--- src/rtl/uart_receiver.sv ---
// uart_receiver
//   Receive side of the UART link. Synchronizes the asynchronous Rx line,
//   finds the start bit, samples each bit at mid-bit and presents each good
//   byte behind a valid/ack handshake. Frame: 1 start, 8 data (LSB first),
//   optional even-parity bit, 1 stop.
//
//   Build option: define UART_RX_PARITY_EN to expect and check an even-parity
//   bit after data bit 7. Without it Parity_err is tied low.
//
// Ports
//   clk          system clock, rising edge
//   rst          asynchronous active-high reset
//   Rx           serial line, idle high, asynchronous to clk
//   Byte_ack     consumer accepts Data_Out (only meaningful while Byte_valid)
//   Data_Out     last received byte, stable while Byte_valid
//   Byte_valid   byte available level
//   Framing_err  one-cycle pulse, stop bit sampled low
//   Parity_err   one-cycle pulse, parity mismatch
//   Overrun_err  one-cycle pulse, byte completed while previous unacknowledged
//
// state  | meaning
// IDLE   | line idle, waiting for rx_s low
// START  | half a bit period, then confirm the start bit
// DATA   | sample 8 data bits, one per bit period
// PARITY | sample the parity bit (parity build only)
// STOP   | sample the stop bit, commit or discard the byte
// BREAK  | line held low after a framing error, wait for it to go high
module uart_receiver #(
  parameter int CLKS_PER_BIT = 16
) (
  input  logic       clk,
  input  logic       rst,
  input  logic       Rx,
  input  logic       Byte_ack,
  output logic [7:0] Data_Out,
  output logic       Byte_valid,
  output logic       Framing_err,
  output logic       Parity_err,
  output logic       Overrun_err
);

  localparam int CW = $clog2(CLKS_PER_BIT);
  localparam logic [CW-1:0] HALF_M1 = CW'(CLKS_PER_BIT / 2 - 1);
  localparam logic [CW-1:0] FULL_M1 = CW'(CLKS_PER_BIT - 1);

  typedef enum logic [2:0] {
    S_IDLE,
    S_START,
    S_DATA,
`ifdef UART_RX_PARITY_EN
    S_PARITY,
`endif
    S_STOP,
    S_BREAK
  } state_t;

  state_t          state_q, state_d;
  logic            sync1_q, rx_s_q;
  logic [CW-1:0]   cnt_q, cnt_d;
  logic [2:0]      idx_q, idx_d;
  logic [7:0]      shift_q, shift_d;
  logic [7:0]      data_q, data_d;
  logic            valid_q, valid_d;
  logic            ferr_q, oerr_q, oerr_d;
  logic            done, frame_err;
`ifdef UART_RX_PARITY_EN
  logic            par_q, par_d;
  logic            perr_q, par_err;
`endif

  always_comb begin
    state_d   = state_q;
    cnt_d     = cnt_q + CW'(1);
    idx_d     = idx_q;
    shift_d   = shift_q;
    done      = 1'b0;
    frame_err = 1'b0;
`ifdef UART_RX_PARITY_EN
    par_d     = par_q;
    par_err   = 1'b0;
`endif
    case (state_q)
      S_IDLE: begin
        cnt_d = '0;
        if (!rx_s_q) begin
          idx_d   = '0;
          state_d = S_START;
        end
      end
      S_START: begin
        if (cnt_q == HALF_M1) begin
          cnt_d   = '0;
          // a start bit that is gone at mid-bit was a glitch
          state_d = rx_s_q ? S_IDLE : S_DATA;
        end
      end
      S_DATA: begin
        if (cnt_q == FULL_M1) begin
          cnt_d   = '0;
          shift_d = {rx_s_q, shift_q[7:1]};
          idx_d   = idx_q + 3'd1;
          if (idx_q == 3'd7) begin
`ifdef UART_RX_PARITY_EN
            state_d = S_PARITY;
`else
            state_d = S_STOP;
`endif
          end
        end
      end
`ifdef UART_RX_PARITY_EN
      S_PARITY: begin
        if (cnt_q == FULL_M1) begin
          cnt_d   = '0;
          par_d   = rx_s_q;
          state_d = S_STOP;
        end
      end
`endif
      S_STOP: begin
        if (cnt_q == FULL_M1) begin
          cnt_d     = '0;
          frame_err = ~rx_s_q;
`ifdef UART_RX_PARITY_EN
          par_err   = ((^shift_q) != par_q);
          done      = ~frame_err & ~par_err;
`else
          done      = ~frame_err;
`endif
          // returning to IDLE at mid stop bit allows zero-gap frames
          state_d   = frame_err ? S_BREAK : S_IDLE;
        end
      end
      S_BREAK: begin
        cnt_d = '0;
        if (rx_s_q) state_d = S_IDLE;
      end
      default: begin
        cnt_d   = '0;
        state_d = S_IDLE;
      end
    endcase
  end

  always_comb begin
    data_d  = data_q;
    valid_d = valid_q;
    oerr_d  = 1'b0;
    if (done) begin
      // an ack in the completion cycle frees the holding register
      if (!valid_q || Byte_ack) begin
        data_d  = shift_q;
        valid_d = 1'b1;
      end else begin
        oerr_d = 1'b1;
      end
    end else if (valid_q && Byte_ack) begin
      valid_d = 1'b0;
    end
  end

  always_ff @(posedge clk or posedge rst) begin
    if (rst) begin
      sync1_q <= 1'b1;
      rx_s_q  <= 1'b1;
      state_q <= S_IDLE;
      cnt_q   <= '0;
      idx_q   <= '0;
      shift_q <= '0;
      data_q  <= '0;
      valid_q <= 1'b0;
      ferr_q  <= 1'b0;
      oerr_q  <= 1'b0;
    end else begin
      sync1_q <= Rx;
      rx_s_q  <= sync1_q;
      state_q <= state_d;
      cnt_q   <= cnt_d;
      idx_q   <= idx_d;
      shift_q <= shift_d;
      data_q  <= data_d;
      valid_q <= valid_d;
      ferr_q  <= frame_err;
      oerr_q  <= oerr_d;
    end
  end

`ifdef UART_RX_PARITY_EN
  always_ff @(posedge clk or posedge rst) begin
    if (rst) begin
      par_q  <= 1'b0;
      perr_q <= 1'b0;
    end else begin
      par_q  <= par_d;
      perr_q <= par_err;
    end
  end
  assign Parity_err = perr_q;
`else
  assign Parity_err = 1'b0;
`endif

  assign Data_Out    = data_q;
  assign Byte_valid  = valid_q;
  assign Framing_err = ferr_q;
  assign Overrun_err = oerr_q;

endmodule

--- config.mk ---
export PLATFORM = sky130hd
export DESIGN_NAME = uart_receiver
export DESIGN_NICKNAME = d
export VERILOG_FILES = /design/src/rtl/uart_receiver.sv
export SDC_FILE = /design/constraint.sdc
export NUM_CORES = 1
export LEC_CHECK = 0
export CORE_ASPECT_RATIO = 0.75
export CORE_MARGIN = 5
export CORE_UTILIZATION = 61
export CTS_BUF_LIST = sky130_fd_sc_hd__clkbuf_2
export CTS_CLUSTER_SIZE = 14
export DETAILED_ROUTE_END_ITERATION = 6
export PLACE_DENSITY = 0.85
export SLEW_MARGIN = 15
export SYNTH_ARGS = -nofsm -noshare
export SYNTH_HDL_FRONTEND = slang
export SYNTH_SLANG_ARGS = --single-unit
--- constraint.sdc ---
create_clock -name clk -period 3.8 [get_ports clk]
set_input_delay 0.76 -clock clk [delete_from_list [all_inputs] [get_ports clk]]
set_output_delay 0.76 -clock clk [all_outputs]
set_load 0.02 [all_outputs]
# Word level (Yosys, flattened, before mapping)
# Cells that the tools add are included.
dict set report totals {
  regBits 31
  latchBits 0
  ram_bits 0
  mem_bits_ro 0
  inputBits 4
  word_cells 63
  mem_count 0
}
dict set report op_classes {
  n_addsub 2
  n_mul 0
  div_mod_pow 0
  n_lt_le_gt_ge 0
  n_eq_ne 14
  shifts 0
  mux 24
  n_bitwise 1
  n_reduce_logical 12
}
# operator count
set op_table {}
lappend op_table {{$mux W3} 9}
lappend op_table {{$pmux W3 S5} 1}
lappend op_table {{$ne A2 B2 Y1 const B} 6}
lappend op_table {{$mux W1} 9}
lappend op_table {{$mux W4} 2}
lappend op_table {{$pmux W4 S2} 1}
lappend op_table {{$eq A3 B2 Y1 const B} 2}
lappend op_table {{$eq A3 B3 Y1 const B} 2}
lappend op_table {{$pmux W3 S2} 1}
lappend op_table {{$reduce_and A2 Y1} 3}
lappend op_table {{$reduce_and A6 Y1} 1}
lappend op_table {{$add A4 B1 Y4 const B} 1}
lappend op_table {{$eq A4 B3 Y1 const B} 1}
lappend op_table {{$eq A4 B4 Y1 const B} 1}
lappend op_table {{$reduce_bool A2 Y1} 2}
lappend op_table {{$add A3 B1 Y3 const B} 1}
lappend op_table {{$eq A3 B1 Y1 const B} 1}
lappend op_table {{$logic_not A3 Y1} 1}
lappend op_table {{$reduce_and A3 Y1} 1}
lappend op_table {{$mux W2} 1}
lappend op_table {{$ne A2 B1 Y1 const B} 1}
lappend op_table {{$reduce_or A2 Y1} 1}
lappend op_table {{$logic_and A1 B1 Y1} 1}
lappend op_table {{$logic_not A1 Y1} 1}
lappend op_table {{other kinds (2)} 2}

# Longest topological paths before layout
dict set report logic_depth {
  word_depth 5
  mapped_depth 5
}

# Least setup slack after synthesis
# No wires, ideal clock.
dict set report synth_path {
  kind {input port to flip-flop}
  from {in Byte_ack}
  to {reg data_q[0] (netlist: Data_Out[0])}
  setup_time_ns 0.125
  t_arrival_ns 1.397
  t_required_ns 3.675
  path_slack_ns 2.278
  stages 3
  n_path_buf 0
  cell_sequence {nand2b_1 nand3_4 mux2_2}
}
dict set report synth_between {
  elab_chain_len 2
}
# element line_no
set synth_lines {}
lappend synth_lines {{start, declared} 34} ;# input logic Byte_ack,
lappend synth_lines {{$logic_or A1 B1 Y1} 151} ;# if (!valid_q || Byte_ack) begin
lappend synth_lines {{$reduce_and A2 Y1 (no source line)} -}
lappend synth_lines {{end signal, assigned} 181} ;# data_q <= data_d;
lappend synth_lines {{end, declared} 62} ;# logic [7:0] data_q, data_d;
# No other way between the ends.
# A chain may end at the register's enable or synchronous reset.

# Final worst setup path
dict set report layout_path {
  from {reg data_q[7] (netlist: Data_Out[7])}
  to {out Data_Out[7]}
}
# element line_no
set layout_rtl {}
lappend layout_rtl {{end, declared} 35} ;# output logic [7:0] Data_Out,
# No word-level cell between the ends.

==> flow_summary.toml <==
[status]
status = "finished clean"

[sta]
worstMarginPinSlew_ns = 0.603
finalHoldViolCount = 0
rsz0062_at_grt = "no"
setup_tns_ns = 0
post-route-min-period_ns = 2.11
timing.final.ws_setup_ns = 1.69
worst_hold_slack_ns = 0.367
setup_viol = 0
slew_headroom_pct = 59.7
maxSlewViolCount = 0
finalCritPeriodShare_pct = 55.6
max_freq_mhz = 473
fin_skew_ns = 0.0139

[layout]
num_antenna_cells = 0
drive_gt1_share_pct = 27.5
fin_area_um2 = 1540
syn_to_final_growth_pct = 12.6
fill_cells = 158
final_nets = 126

[die]
core_um2 = 2070
fp.dieW_um = 64.7
initial_utilization_pct = 66.2
die-area_um2 = 3300
rows = 14
io_pins = 16
die_h_um = 51.0

[routing]
via_per_inst = 5.41
drt-pass1-iter-count = 4
route.detailed.drc = 0
wire_per_inst_um = 14.0
dr.first_iter.drc_count = 22
postRouteAntennaNets = 0
routed-via-count = 779
wl_mm = 2.02

[setup_path]
crit_required_ns = 3.04
cp-end-kind = "output pin"
ff2ff_setup_slack_ns = 2.22
critPathMaxFanout = 2
critPathBufInv = 1
path_class = "flop to output pin"
worstPathArrival_ns = 1.35
critPathTopFamily = "buffers and inverters"
worst_setup_path_start_kind = "flop"
max_stage_delay_ns = 0.61
cp_cell_sequence = "clkdlybuf4s50_1"
slowest_stage = "clkdlybuf4s50_1"

[cts]
h-tree-depth = 2
clk_pin_slew_ns = 0.15
root_buffer = "clkbuf_2"
cts_num_sinks = 31
cts_resized = 0
cts.path.max_buffers = 2
cts_made_buffers = 5
postCtsSetupRepairBufs = 0
postCtsHoldBufs = 0
worstSkewPairLatency_ns = 0.35
cts_tree = "yes"

[yosys]
syn_area_um2 = 1370
ys_seq_area_share_pct = 56.9
synth_cells = 104
syn_area_per_cell_um2 = 13.2
synth_nets = 111
ys_seq_elements = 31
synth_warnings = 0
synth.distinct_cells = 36

[pwr]
p_leak_nw = 0.785
power_density_nw_per_um2 = 464
max-vdd-ir-drop_mv = 0.318
power_w = 0.000716

[placed_design]
dp_slack_ns = 1.66
portBuffers = 14
gp_congestion = 0.697
dpl.hpwl_mm = 1.45
placed_area_um2 = 1500

[global_route]
track_usage_pct = 14.9
grt_pass1_vias = 791
grt_pass1_wl_mm = 3.57
grt_max_degree = 32
grt_overflow = 0
antenna_found_initial = 0

[min_path]
min_path_type = "flop to flop"

[job]
maxCapViolations = 0
-- report_power, final --
part | internal, W | switching (W) | leakage (nW) | total [W]
clock network | 0.0000502 | 0.000105 | 0.0330 | 0.000156
registers | 0.000369 | 0.0000541 | 0.412 | 0.000423
logic | 0.0000726 | 0.0000641 | 0.340 | 0.000137
-- per-stage QoR --
stage               utilization [%]  cells
finish                         74.6    144
global route                   74.6    144
CTS                            74.6    144
detailed placement             72.6    136
global placement               72.6    136
floorplan                         -    104
-- layout make-up --
type                            instances  area (um^2)  area share, %
Clock buffer                            7         35.0           2.27
Clock inverter                          1         5.00          0.325
Inverter                                4         15.0          0.974
Multi-Input combinational cell         63          538           34.9
Sequential cell                        31          778           50.5
Tap cell                               24         30.0           1.95
Timing Repair Buffer                   14          140           9.09
-- cells by family after synthesis --
kind of cell | count (synthesis) | share of synthesized area (%)
other | 1 | 0.274
AND/OR/NAND/NOR | 30 | 13.5
buffers and inverters | 10 | 3.84
XOR/XNOR | 2 | 1.28
flip-flops | 31 | 56.9
multiplexers | 19 | 17.3
AO/OA/AOI/OAI | 8 | 4.21
adder cells (fa/ha/maj) | 3 | 2.74
-- final timing paths --
kind,startpoint,end,cells past startpoint
max in group asynchronous,rst,cnt_q[1]$_DFF_PP0_,2
worst max register to register,cnt_q[0]$_DFF_PP0_,shift_q[6]$_DFFE_PP0P_,4
worst min register to register,sync1_q$_DFF_PP1_,rx_s_q$_DFF_PP1_,0
worst max-delay path,Data_Out[7]$_DFFE_PP0P_,Data_Out[7],1
worst min-delay path,sync1_q$_DFF_PP1_,rx_s_q$_DFF_PP1_,0
min in group asynchronous,rst,state_q[1]$_DFFE_PP0P_,2
-- cells in the mapped netlist (all sizes together) --
cell / n / area [um^2]
dfrtp: 29 / 726
mux2: 16 / 206
nand2: 8 / 37.5
nor2: 5 / 18.8
buf: 4 / 28.8
inv: 4 / 15.0
a21oi: 3 / 15.0
ha: 3 / 37.5
mux2i: 3 / 30.0
nand3: 3 / 27.5
nor3: 3 / 15.0
a211o: 2 / 17.5
clkbuf: 2 / 8.75
dfstp: 2 / 52.6
nand3b: 2 / 15.0
a211oi: 1 / 7.51
a22oi: 1 / 7.51
and3: 1 / 7.51
and3b: 1 / 8.76
and4: 1 / 11.3
conb: 1 / 3.75
nand2b: 1 / 6.26
nor2b: 1 / 6.26
nor3b: 1 / 7.51
o21ba: 1 / 10.0
or2: 1 / 6.26
or4: 1 / 7.51
or4b: 1 / 10.0
xnor2: 1 / 8.76
xor2: 1 / 8.76
-- layout by cell type, fill, tap and decap left out, drive strengths merged, types with 3 or more instances in the layout --
cell / netlist / final
a21oi: 3 / 3
inv: 4 / 4
dfrtp: 29 / 29
ha: 3 / 3
mux2i: 3 / 3
nor2: 5 / 5
nor3: 3 / 3
clkbuf: 2 / 7
nand2: 8 / 8
mux2: 16 / 16
nand3: 3 / 3
clkdlybuf4s50: 0 / 14
-- registers in the layout, summed over array words and instances, names as in the netlist --
name         count
rx_s_q           1
Framing_err      1
sync1_q          1
Overrun_err      1
Data_Out         8
shift_q          8
state_q          3
Byte_valid       1
idx_q            3
cnt_q            4
-- layer usage --
| layer | part of all wire (%) | up-vias | global-route usage, % |
|---|---|---|---|
| met4 | 2.7 | 0 | 9.47 |
| met5 | 0 | - | 0 |
| met1 | 48 | 372 | 18.8 |
| met3 | 4.5 | 6 | 5.26 |
| li1 | - | 385 | - |
| met2 | 45 | 16 | 21.7 |
(Power assumes the default switching activity.)
